[src/rtl/multiplier_fixedpoint_pipelined.sv]
// Fixed-point Q(I).(F) multiplier with an elastic 3-stage valid/ready pipeline.
// Supports signed or unsigned operands, round-half-up or truncation, and
// saturation or wrap on overflow. One product per cycle when unstalled.
module multiplier_fixedpoint_pipelined #(
  parameter int INTEGER_BITWIDTH  = 4,
  parameter int FRACTION_BITWIDTH = 4,
  parameter int SIGNED            = 1,
  parameter int ROUND             = 1,
  parameter int SATURATE          = 1
) (
  input  logic                                          clk,
  input  logic                                          rst,
  input  logic                                          in_valid,
  output logic                                          in_ready,
  input  logic [INTEGER_BITWIDTH+FRACTION_BITWIDTH-1:0] a,
  input  logic [INTEGER_BITWIDTH+FRACTION_BITWIDTH-1:0] b,
  output logic                                          out_valid,
  input  logic                                          out_ready,
  output logic [INTEGER_BITWIDTH+FRACTION_BITWIDTH-1:0] q,
  output logic                                          overflow
);

  localparam int W   = INTEGER_BITWIDTH + FRACTION_BITWIDTH;
  localparam int F   = FRACTION_BITWIDTH;
  // Product is kept two bits wider than 2W so the unsigned case can be
  // handled as a signed multiply of zero-extended operands, and adding the
  // rounding term can never wrap.
  localparam int PW  = 2 * W + 2;
  localparam int RSH = (F > 0) ? F - 1 : 0;

  localparam logic signed [PW-1:0] ONE_V = {{(PW-1){1'b0}}, 1'b1};
  localparam logic signed [PW-1:0] RND_V = ((ROUND != 0) && (F > 0)) ? (ONE_V <<< RSH) : {PW{1'b0}};
  localparam logic signed [PW-1:0] MAX_V = (SIGNED != 0) ? ((ONE_V <<< (W - 1)) - ONE_V)
                                                         : ((ONE_V <<< W) - ONE_V);
  localparam logic signed [PW-1:0] MIN_V = (SIGNED != 0) ? -(ONE_V <<< (W - 1)) : {PW{1'b0}};

  logic                 v0_r, v1_r, v2_r;
  logic [W-1:0]         a_r, b_r;
  logic signed [PW-1:0] prod_r;
  logic [W-1:0]         q_r;
  logic                 ovf_r;

  logic                 en0_s, en1_s, en2_s;
  logic signed [W:0]    a_x_s, b_x_s;
  logic signed [PW-1:0] prod_s, sum_s, res_s;
  logic [W-1:0]         q_s;
  logic                 ovf_s;

  // Stage enables: a stage loads when empty or when its contents move on.
  always_comb begin
    en2_s = ~v2_r | out_ready;
    en1_s = ~v1_r | en2_s;
    en0_s = ~v0_r | en1_s;
  end

  assign in_ready  = en0_s;
  assign out_valid = v2_r;
  assign q         = q_r;
  assign overflow  = ovf_r;

  // Operand extension to W+1 bits and full-precision product.
  always_comb begin
    a_x_s  = {((SIGNED != 0) ? a_r[W-1] : 1'b0), a_r};
    b_x_s  = {((SIGNED != 0) ? b_r[W-1] : 1'b0), b_r};
    prod_s = PW'(a_x_s) * PW'(b_x_s);
  end

  // Round, rescale by 2^F (floor), then range-check and saturate or wrap.
  always_comb begin
    sum_s = prod_r + RND_V;
    res_s = sum_s >>> F;
    q_s   = res_s[W-1:0];
    ovf_s = 1'b0;
    if (res_s > MAX_V) begin
      ovf_s = 1'b1;
      q_s   = (SATURATE != 0) ? MAX_V[W-1:0] : res_s[W-1:0];
    end else if (res_s < MIN_V) begin
      ovf_s = 1'b1;
      q_s   = (SATURATE != 0) ? MIN_V[W-1:0] : res_s[W-1:0];
    end else begin
      ovf_s = 1'b0;
      q_s   = res_s[W-1:0];
    end
  end

  // Stage 0: capture operands on input handshake.
  always_ff @(posedge clk or posedge rst) begin
    if (rst) begin
      v0_r <= 1'b0;
      a_r  <= {W{1'b0}};
      b_r  <= {W{1'b0}};
    end else if (en0_s) begin
      v0_r <= in_valid;
      if (in_valid) begin
        a_r <= a;
        b_r <= b;
      end
    end
  end

  // Stage 1: register the full product.
  always_ff @(posedge clk or posedge rst) begin
    if (rst) begin
      v1_r   <= 1'b0;
      prod_r <= {PW{1'b0}};
    end else if (en1_s) begin
      v1_r <= v0_r;
      if (v0_r) begin
        prod_r <= prod_s;
      end
    end
  end

  // Stage 2: register the rounded/saturated result; holds while stalled.
  always_ff @(posedge clk or posedge rst) begin
    if (rst) begin
      v2_r  <= 1'b0;
      q_r   <= {W{1'b0}};
      ovf_r <= 1'b0;
    end else if (en2_s) begin
      v2_r <= v1_r;
      if (v1_r) begin
        q_r   <= q_s;
        ovf_r <= ovf_s;
      end
    end
  end

endmodule

[config.mk]
export PLATFORM = sky130hd
export DESIGN_NAME = multiplier_fixedpoint_pipelined
export DESIGN_NICKNAME = d
export VERILOG_FILES = /design/src/rtl/multiplier_fixedpoint_pipelined.sv
export SDC_FILE = /design/constraint.sdc
export NUM_CORES = 1
export LEC_CHECK = 0
export ABC_AREA = 1
export ABC_CLOCK_PERIOD_IN_PS = 5500
export BUFFER_PORTS_ARGS = -buffer_cell sky130_fd_sc_hd__buf_2
export CAP_MARGIN = 15
export CORE_AREA = 2 2 104 131
export DETAILED_ROUTE_END_ITERATION = 10
export DIE_AREA = 0 0 106 133
export HOLD_SLACK_MARGIN = 0.15
export PLACE_DENSITY_LB_ADDON = 0.08
export SLEW_MARGIN = 20
export SYNTH_ARGS = -nofsm -noshare
export SYNTH_HDL_FRONTEND = slang
export SYNTH_SLANG_ARGS = --single-unit
[constraint.sdc]
create_clock -name clk -period 5.5 [get_ports clk]
set_clock_uncertainty 0.2 [all_clocks]
set_input_delay 0.55 -clock clk [delete_from_list [all_inputs] [get_ports clk]]
set_output_delay 0.55 -clock clk [all_outputs]
set_load 0.03 [all_outputs]
==> Word level (Yosys, flattened, before mapping) <==
Cells that the tools add are included.
{ "classes": {"add_sub_neg": 1, "mul": 1, "n_lt_le_gt_ge": 2, "mux": 4, "bitwise": 6, "n_reduce_logical": 3} }
{ "op_table": {"columns": ["operator", "n"], "rows": [
  ["$add A18 B5 Y18 const B", 1],
  ["$mul A8 B8 Y16", 1],
  ["$mux W8", 2],
  ["$gt A14 B8 Y1 const B", 1],
  ["$lt A14 B8 Y1 const B", 1],
  ["$reduce_and A2 Y1", 3],
  ["$not A1 Y1", 3],
  ["$or A1 B1 Y1", 3],
  ["$mux W1", 2]
]} }
{ "word_totals": {"reg_bits": 46, "output_inout_bits": 11} }

==> Longest topological paths before layout <==
Gate-level depths: netlist of run 1.
{ "logic_depth": {"word_depth": 5, "depth_mapped": 23, "depth_no_buf": 22} }

==> Worst setup path before layout of run 1 <==
Ideal clock, no wire load.
{ "synth_path": {"path_kind": "reg2reg", "from": "reg a_r[7]", "to": "reg prod_r[14]", "setup_ps": 132, "t_arrival_ps": 3993, "path_slack_ps": 1176, "stages_incl_launch_ff": 20, "synth_period_minus_slack_ps": 4324, "path_cell_list": "dfrtp_1 clkbuf_1 nand2_1 inv_1 fa_1 inv_1 fa_1 inv_1 fa_1 inv_1 fa_1 inv_1 ha_1 nand2_1 nor3_1 nand3_1 nand3_1 nand2_1 nand3_1 o21ai_0"} }
{ "synth_via": {"elab_chain_len": 1} }
{ "synth_rtl": {"columns": ["element", "line_no", "text"], "rows": [
  ["start, declared", "38", "logic [W-1:0] a_r, b_r;"],
  ["start signal, assigned", "90", "a_r <= {W{1'b0}};"],
  ["$mul A8 B8 Y16", "65", "prod_s = PW'(a_x_s) * PW'(b_x_s);"],
  ["end signal, assigned", "105", "prod_r <= {PW{1'b0}};"],
  ["end signal, assigned", "109", "prod_r <= prod_s;"],
  ["end, declared", "39", "logic signed [PW-1:0] prod_r;"]
]} }
Every way passes these cells.
A chain may end at the register's enable or synchronous reset.

==> Final worst setup path of run 1 <==
{ "layout_path": {"from": "reg b_r[2]", "to": "reg prod_r[14]"} }
{ "layout_via": {"elab_chain_len": 1} }
{ "layout_rtl": {"columns": ["element", "line_no", "text"], "rows": [
  ["start, declared", "38", null],
  ["start signal, assigned", "91", "b_r <= {W{1'b0}};"],
  ["$mul A8 B8 Y16", "65", null]
]} }
Every way passes these cells.

==> results of run 1 <==
Yosys cell counts (all sizes together):
cell    number  area (um^2)
a21oi        9        45.04
a31oi        2        12.51
buf          2        10.01
clkbuf      16        60.06
dfrtp       41         1026
fa          55         1101
ha          28        350.3
inv        174        653.1
mux2        13        146.4
nand2      176        683.2
nand3       27        145.1
nand4        7        43.79
nor2        24        122.6
nor3         4        20.02
o21ai       15        75.07
o21bai       4        41.29
or2          1        6.260
xnor2        3        26.28
xor2        10        87.58
cell families (layout without fill, tap and decap cells):
kind of cell             after synthesis  after routing  synth area share, %
multiplexers                          13             13                3.144
buffers and inverters                192            213                15.53
flip-flops                            41             41                22.04
adder cells (fa/ha/maj)               83             83                31.17
XOR/XNOR                              13             13                2.446
AO/OA/AOI/OAI                         30             30                3.735
AND/OR/NAND/NOR                      239            239                21.93
critical path, stage by stage (launching register included):
cell	delay (ns)
sky130_fd_sc_hd__dfrtp_1	0.50
sky130_fd_sc_hd__nand2_1	0.17
sky130_fd_sc_hd__inv_1	0.10
sky130_fd_sc_hd__fa_1	0.53
sky130_fd_sc_hd__inv_1	0.14
sky130_fd_sc_hd__fa_1	0.55
sky130_fd_sc_hd__inv_1	0.06
sky130_fd_sc_hd__fa_1	0.53
sky130_fd_sc_hd__inv_1	0.05
sky130_fd_sc_hd__fa_1	0.52
sky130_fd_sc_hd__inv_1	0.04
sky130_fd_sc_hd__ha_1	0.34
sky130_fd_sc_hd__nand2_1	0.08
sky130_fd_sc_hd__nor3_1	0.23
sky130_fd_sc_hd__nand3_1	0.14
sky130_fd_sc_hd__nand3_1	0.10
sky130_fd_sc_hd__nand2_1	0.05
sky130_fd_sc_hd__nand3_1	0.06
sky130_fd_sc_hd__o21ai_0	0.08
cell type report:
type,instances,area share [%]
Timing Repair Buffer,31,3.060
Clock inverter,3,1.336
Inverter,174,12.68
Clock buffer,5,2.429
Tap cell,171,4.154
Sequential cell,41,19.92
Multi-Input combinational cell,378,56.42
state kept, by name (all words and copies together) (netlist names):
name       cells
q              8
v1_r           1
out_valid      1
overflow       1
prod_r        13
b_r            8
a_r            8
v0_r           1
metal layers:
layer / wire (um) / part of all wire (%) / global-route usage (%)
met5: 0 / 0 / 0
met4: 233 / 2.4 / 5.702
met3: 182 / 1.9 / 2.069
met2: 5133 / 54 / 27.89
met1: 3995 / 42 / 16.71
worst min path at each step:
stage,startpoint,endpoint,slack (ns),cells past startpoint
6_report,rst,out_valid,0.18,3
5_1_grt,rst,out_valid,0.23,3
4_1_cts,rst,v0_r,0.20,3
3_5_place_dp,q[3],q[3],0.26,2
3_3_place_gp,overflow,overflow,0.26,2
2_1_floorplan,v1_r,out_valid,0.25,2
metrics by stage:
step	util [%]	std cells	worst slack (ns)	cell area [um^2]
final	39.64	803	0.8969	5151
after global placement	38.14	795	0.9441	4957
after detailed placement	38.14	795	0.9235	4957
after floorplan	-	611	1.176	4656
after CTS	39.64	803	0.9080	5151
after global routing	39.64	803	0.4575	5151
==> impl_summary.log, run 1 <==
[metrics] cell at the root of the clock tree: sky130_fd_sc_hd__clkbuf_16
[metrics] Critical Path End: prod_r[14]
[metrics] startpoint of the worst-slack reg-to-reg timing path: b_r[2]
[metrics] biggest fanout along the worst timing path: 9
[metrics] number of gates resized after cts: 0
[metrics] highest clock rate: around 220 MHz
[metrics] min cycle time layout: about 4.6 ns
[metrics] accumulated negative setup slack: 0 ns
[metrics] slew at the pin with the worst max-slew slack: 0.7694 ns
[metrics] path type of the worst setup path: flip-flop to flip-flop
[metrics] horizontal extent of the die: around 110 um
[metrics] pin count of the biggest net entering global routing: 42
[metrics] CP required: between 5 and 6 ns
[metrics] unique cell type count in the Yosys netlist: 26
[metrics] Num CTS Buffers: 5
[metrics] R2R cell count: 18
[metrics] routed vias: between 3000 and 4000
[metrics] total count of max-transition violations in the final report: 0
[metrics] Post-CTS Setup Bufs: 0
[metrics] FF-to-FF setup slack: roughly 0.90 ns
[metrics] Max Root-Sink Buffers: 2
[metrics] die area: about 0.014 mm^2
[metrics] Mapped Area: roughly 0.0047 mm^2
[metrics] floorplan core area: approximately 0.013 mm^2
[metrics] RSZ-0062 raised after global routing: false
[metrics] violation count after the first detailed-route iteration: 90
[metrics] I/O pin count: 31
[metrics] final hold slack: between 0.15 and 0.2 ns
[metrics] count of mapped cells out of synthesis: slightly above 600
[metrics] Final GP Congestion: between 0.9 and 1
[metrics] sequential share of the synthesized area: 22.04%
[metrics] grt total ovfl: 0
[metrics] total of max-cap violations: 0
[metrics] die height: between 100 and 150 um
[metrics] detailed-route DRC error count: 0
[metrics] FILL cells: ~1300
[metrics] data arrival time of the critical path: around 4.6 ns
[metrics] Avg Inst Size Synth: 7.620 um^2
[metrics] footprint of the multi-input gates: slightly below 0.003 mm^2
[metrics] Clock Sinks: a little over 40
[metrics] number of synthesized register bits: 41
[metrics] Initial Util: 35.82%
[metrics] Skew-Pair Late Insertion Delay: around 0.29 ns
[metrics] Storage cell area: slightly above 0.001 mm^2
[metrics] HPWL reported at the end of detailed placement: a little over 8000 um
[metrics] TritonCTS clock tree: yes
[metrics] global-route usage over all layers: 14.82%
[metrics] final number of setup-violating endpoints: 0
[metrics] H-tree depth: 2
[metrics] max-slew headroom at the worst pin: about half
[metrics] post-synth net total: between 700 and 800
[metrics] global-route wire length before repair: approximately 17000 um
[metrics] number of I/O port buffers: 30
[metrics] Worst setup SP type: flip-flop
[metrics] layout cell share with drive strength beyond 1: 10.76%
[metrics] Layout area overhead: 10.64%
[metrics] via/cell ratio: around 4.3
[metrics] number of iterations in the first detailed-routing pass: 4
[metrics] number of hold-slack violations in the final timing report: 0
[metrics] initial antenna violation count: 0
[metrics] number of global-route vias before repair: 3714
[metrics] Yosys warnings: 0
[metrics] clock transition at the registers of the reported paths: approximately 0.060 ns
[metrics] Reg2Reg Capture Point: prod_r[14]
[metrics] Worst setup EP type: flip-flop
[metrics] Post-CTS Hold Fix Bufs: 0
[metrics] most frequent cells in the layout: sky130_fd_sc_hd__inv_1, sky130_fd_sc_hd__nand2_1, sky130_fd_sc_hd__fa_1
[metrics] Post-Route WL: between 9000 and 10000 um
[metrics] ANT cells: 0
[metrics] wire length per cell: approximately 12 um
[metrics] antenna-violating nets left: 0
[metrics] path type of the worst min-delay path: primary input to asynchronous set/reset pin
[metrics] Final nets: 734
[metrics] post-route fraction of the period consumed by the critical path: a little over four fifths
[metrics] leading cell type in the layout, fill and taps excluded: sky130_fd_sc_hd__inv_1
[metrics] CP startpoint: b_r[2]
[metrics] Rows: 47
[metrics] result of the run: complete, no violations
Power of run 1 is not shown: default switching activity piles up to over one toggle a cycle in this logic, so the estimate is an artifact.
==> run 2: changes to the inputs <==
- ABC_CLOCK_PERIOD_IN_PS: 5500 -> 3800
- clock period: 5.5 -> 3.8 ns (I/O delays scaled with it)
==> run 2 against run 1 <==
The run now ends with setup timing left. First-iteration DRC count increased by 4.4%. Sequential cell count unchanged. Worst setup slack lost 1.2 ns. Cell count is 9.7% higher. Cell area increased by 19%. Utilization grew 7.5 points. Non-clock buffer count grew 78. Global-route usage is 1.2 points higher. Fmax up 12%. Critical path type unchanged.
==> impl_summary.log, run 2 (synthesis gave the netlist of run 1 again) <==
[metrics] result of the run: finished, violations left (was complete, no violations)
[metrics] global-route usage over all layers: 15.98% (was 14.82%)
[metrics] Worst setup EP type: flip-flop (unchanged)
[metrics] initial antenna violation count: 0 (unchanged)
[metrics] total count of max-transition violations in the final report: 0 (unchanged)
[metrics] pin count of the biggest net entering global routing: 42 (unchanged)
[metrics] footprint of the multi-input gates: 0.003186 mm^2 (was 0.002907 mm^2)
[metrics] Clock Sinks: 41 (unchanged)
[metrics] path type of the worst setup path: flip-flop to flip-flop (unchanged)
[metrics] final worst slack: -0.3130 ns (was 0.8969 ns)
[metrics] grt total ovfl: 0 (unchanged)
[metrics] wire length per cell: 11.75 um (was 11.89 um)
[metrics] cell at the root of the clock tree: sky130_fd_sc_hd__clkbuf_16 (unchanged)
[metrics] total of max-cap violations: 0 (unchanged)
[metrics] antenna-violating nets left: 0 (unchanged)
[metrics] most frequent cells in the layout: sky130_fd_sc_hd__nand2_1, sky130_fd_sc_hd__inv_1, sky130_fd_sc_hd__buf_4 (was sky130_fd_sc_hd__inv_1, sky130_fd_sc_hd__nand2_1, sky130_fd_sc_hd__fa_1)
[metrics] RSZ-0062 raised after global routing: true (was false)
[metrics] die height: 133 um (unchanged)
[metrics] floorplan core area: 0.01300 mm^2 (unchanged)
[metrics] Initial Util: 35.82% (unchanged)
[metrics] number of iterations in the first detailed-routing pass: 4 (unchanged)
[metrics] biggest fanout along the worst timing path: 7 (was 9)
[metrics] violated checks: setup timing
[metrics] number of I/O port buffers: 30 (unchanged)
[metrics] Final nets: 812 (was 734)
[metrics] violation count after the first detailed-route iteration: 94 (was 90)
[metrics] ANT cells: 0 (unchanged)
[metrics] routed vias: 3780 (was 3490)
[metrics] path type of the worst min-delay path: primary input to flip-flop (was primary input to asynchronous set/reset pin)
[metrics] max-slew headroom at the worst pin: 49.85% (was 48.58%)
[metrics] min cycle time layout: 4.113 ns (was 4.603 ns)
[metrics] Storage cell area: 0.001041 mm^2 (was 0.001026 mm^2)
[metrics] Rows: 47 (unchanged)
[metrics] DP Worst Slack: -0.5115 ns (was 0.9235 ns)
[metrics] slew at the pin with the worst max-slew slack: 0.7504 ns (was 0.7694 ns)
[metrics] number of hold-slack violations in the final timing report: 0 (unchanged)
[metrics] leading cell type in the layout, fill and taps excluded: sky130_fd_sc_hd__nand2_1 (was sky130_fd_sc_hd__inv_1)
[metrics] register with the highest flop count: prod_r (unchanged)
[metrics] highest clock rate: 243.1 MHz (was 217.2 MHz)
[metrics] horizontal extent of the die: 106 um (unchanged)
[metrics] I/O pin count: 31 (unchanged)
[metrics] Layout area overhead: 31.47% (was 10.64%)
[metrics] HPWL reported at the end of detailed placement: 8427 um (was 8177 um)
[metrics] global-route wire length before repair: 18150 um (was 16890 um)
[metrics] Final GP Congestion: 0.8146 (was 0.9039)
[metrics] number of global-route vias before repair: 4047 (was 3714)
[metrics] max FFs per register: 13 (unchanged)
[metrics] Post-Route WL: 10350 um (was 9544 um)
[metrics] H-tree depth: 2 (unchanged)
[metrics] CP required: 3.76 ns (was 5.46 ns)
[metrics] TritonCTS clock tree: yes (unchanged)
[metrics] clock transition at the registers of the reported paths: 0.07 ns (was 0.06 ns)
[metrics] data arrival time of the critical path: 4.07 ns (was 4.56 ns)
[metrics] FILL cells: 1289 (was 1340)
[metrics] detailed-route DRC error count: 0 (unchanged)
[metrics] Max Root-Sink Buffers: 2 (unchanged)
[metrics] final number of setup-violating endpoints: 9 (was 0)
[metrics] post-route fraction of the period consumed by the critical path: 108.2% (was 83.69%)
[metrics] layout cell share with drive strength beyond 1: 29.01% (was 10.76%)
[metrics] via/cell ratio: 4.291 (was 4.346)
[metrics] Skew-Pair Late Insertion Delay: 0.29 ns (about the same)
[metrics] Worst setup SP type: flip-flop (unchanged)
[metrics] Num CTS Buffers: 5 (unchanged)
[metrics] die area: 0.01410 mm^2 (unchanged)
==> run 2: cell count changes in the layout (fill, tap and decap cells not counted), sizes merged <==
cell	before	now
dlygate4sd3	0	16
buf	31	93
==> run 2: path summary, 6_finish.rpt <==
check / cells after the start / end / slack, ns / start
max reg2reg: 16 / prod_r[14] / -0.31 / b_r[4]
min reg2reg: 2 / q[0] / 0.27 / q[0]
max in group asynchronous: 4 / a_r[7] / 2.42 / rst
min in group asynchronous: 4 / q[3] / 0.56 / rst
min: 3 / b_r[0] / 0.16 / b[0]
max: 16 / prod_r[14] / -0.31 / b_r[4]
==> run 2: critical path, cell delays in order, from the launching register on <==
cell and delay [ns]:
sky130_fd_sc_hd__dfrtp_2 0.49, sky130_fd_sc_hd__buf_6 0.14, sky130_fd_sc_hd__nand2_1 0.04, sky130_fd_sc_hd__inv_1 0.05
sky130_fd_sc_hd__fa_1 0.40, sky130_fd_sc_hd__fa_1 0.55, sky130_fd_sc_hd__inv_2 0.08, sky130_fd_sc_hd__fa_1 0.50
sky130_fd_sc_hd__fa_1 0.54, sky130_fd_sc_hd__inv_1 0.06, sky130_fd_sc_hd__ha_4 0.24, sky130_fd_sc_hd__inv_2 0.09
sky130_fd_sc_hd__o21ai_0 0.09, sky130_fd_sc_hd__a31oi_1 0.21, sky130_fd_sc_hd__nand4_1 0.12, sky130_fd_sc_hd__nand3_1 0.09
sky130_fd_sc_hd__o21ai_1 0.07
==> run 2: timing repair <==
| action | CTS | global route |
|---|---|---|
| pin swaps | 43 | 13 |
| resized for setup | 46 | 17 |
| endpoints found under the hold margin | 56 | 0 |
| buffers inserted | 18 | 3 |
| endpoints found under the setup margin | 10 | 10 |
| hold buffers | 16 | 0 |
| gates cloned | 0 | 0 |
==> run 2: routing by layer <==
| metal | GRT usage, % | share of wire (%) | wire length [um] | up-vias |
|---|---|---|---|---|
| met1 | 16.85 | 41 | 4204 | 1754 |
| met3 | 1.970 | 1.4 | 149 | 16 |
| met4 | 4.898 | 2.4 | 244 | 0 |
| li1 | - | - | - | 1967 |
| met2 | 32.22 | 56 | 5750 | 43 |
| met5 | 0 | 0 | 0 | - |
==> run 2: per-stage QoR <==
stage	TNS, ns	hold slack [ns]	utilization, %	instances	area [um^2]
after CTS	-2.109	0.1588	46.59	878	6055
after global routing	-3.752	0.1677	47.10	881	6121
final	-2.018	0.1581	47.10	881	6121
after global placement	-3.356	0.2569	41.77	836	5429
after detailed placement	-3.675	0.2606	41.77	836	5429
after floorplan	-0.9602	0.2477	-	611	4883
==> run 2: layout make-up <==
cell class / count / share of cell area [%]
multi-input cells: 378 / 52.04
flip-flops and latches: 41 / 17.01
repair buffers: 109 / 13.49
inverters: 174 / 10.79
well taps: 171 / 3.495
clock buffers: 5 / 2.044
clock inverters: 3 / 1.124
Power of run 2 is left out for the same reason.
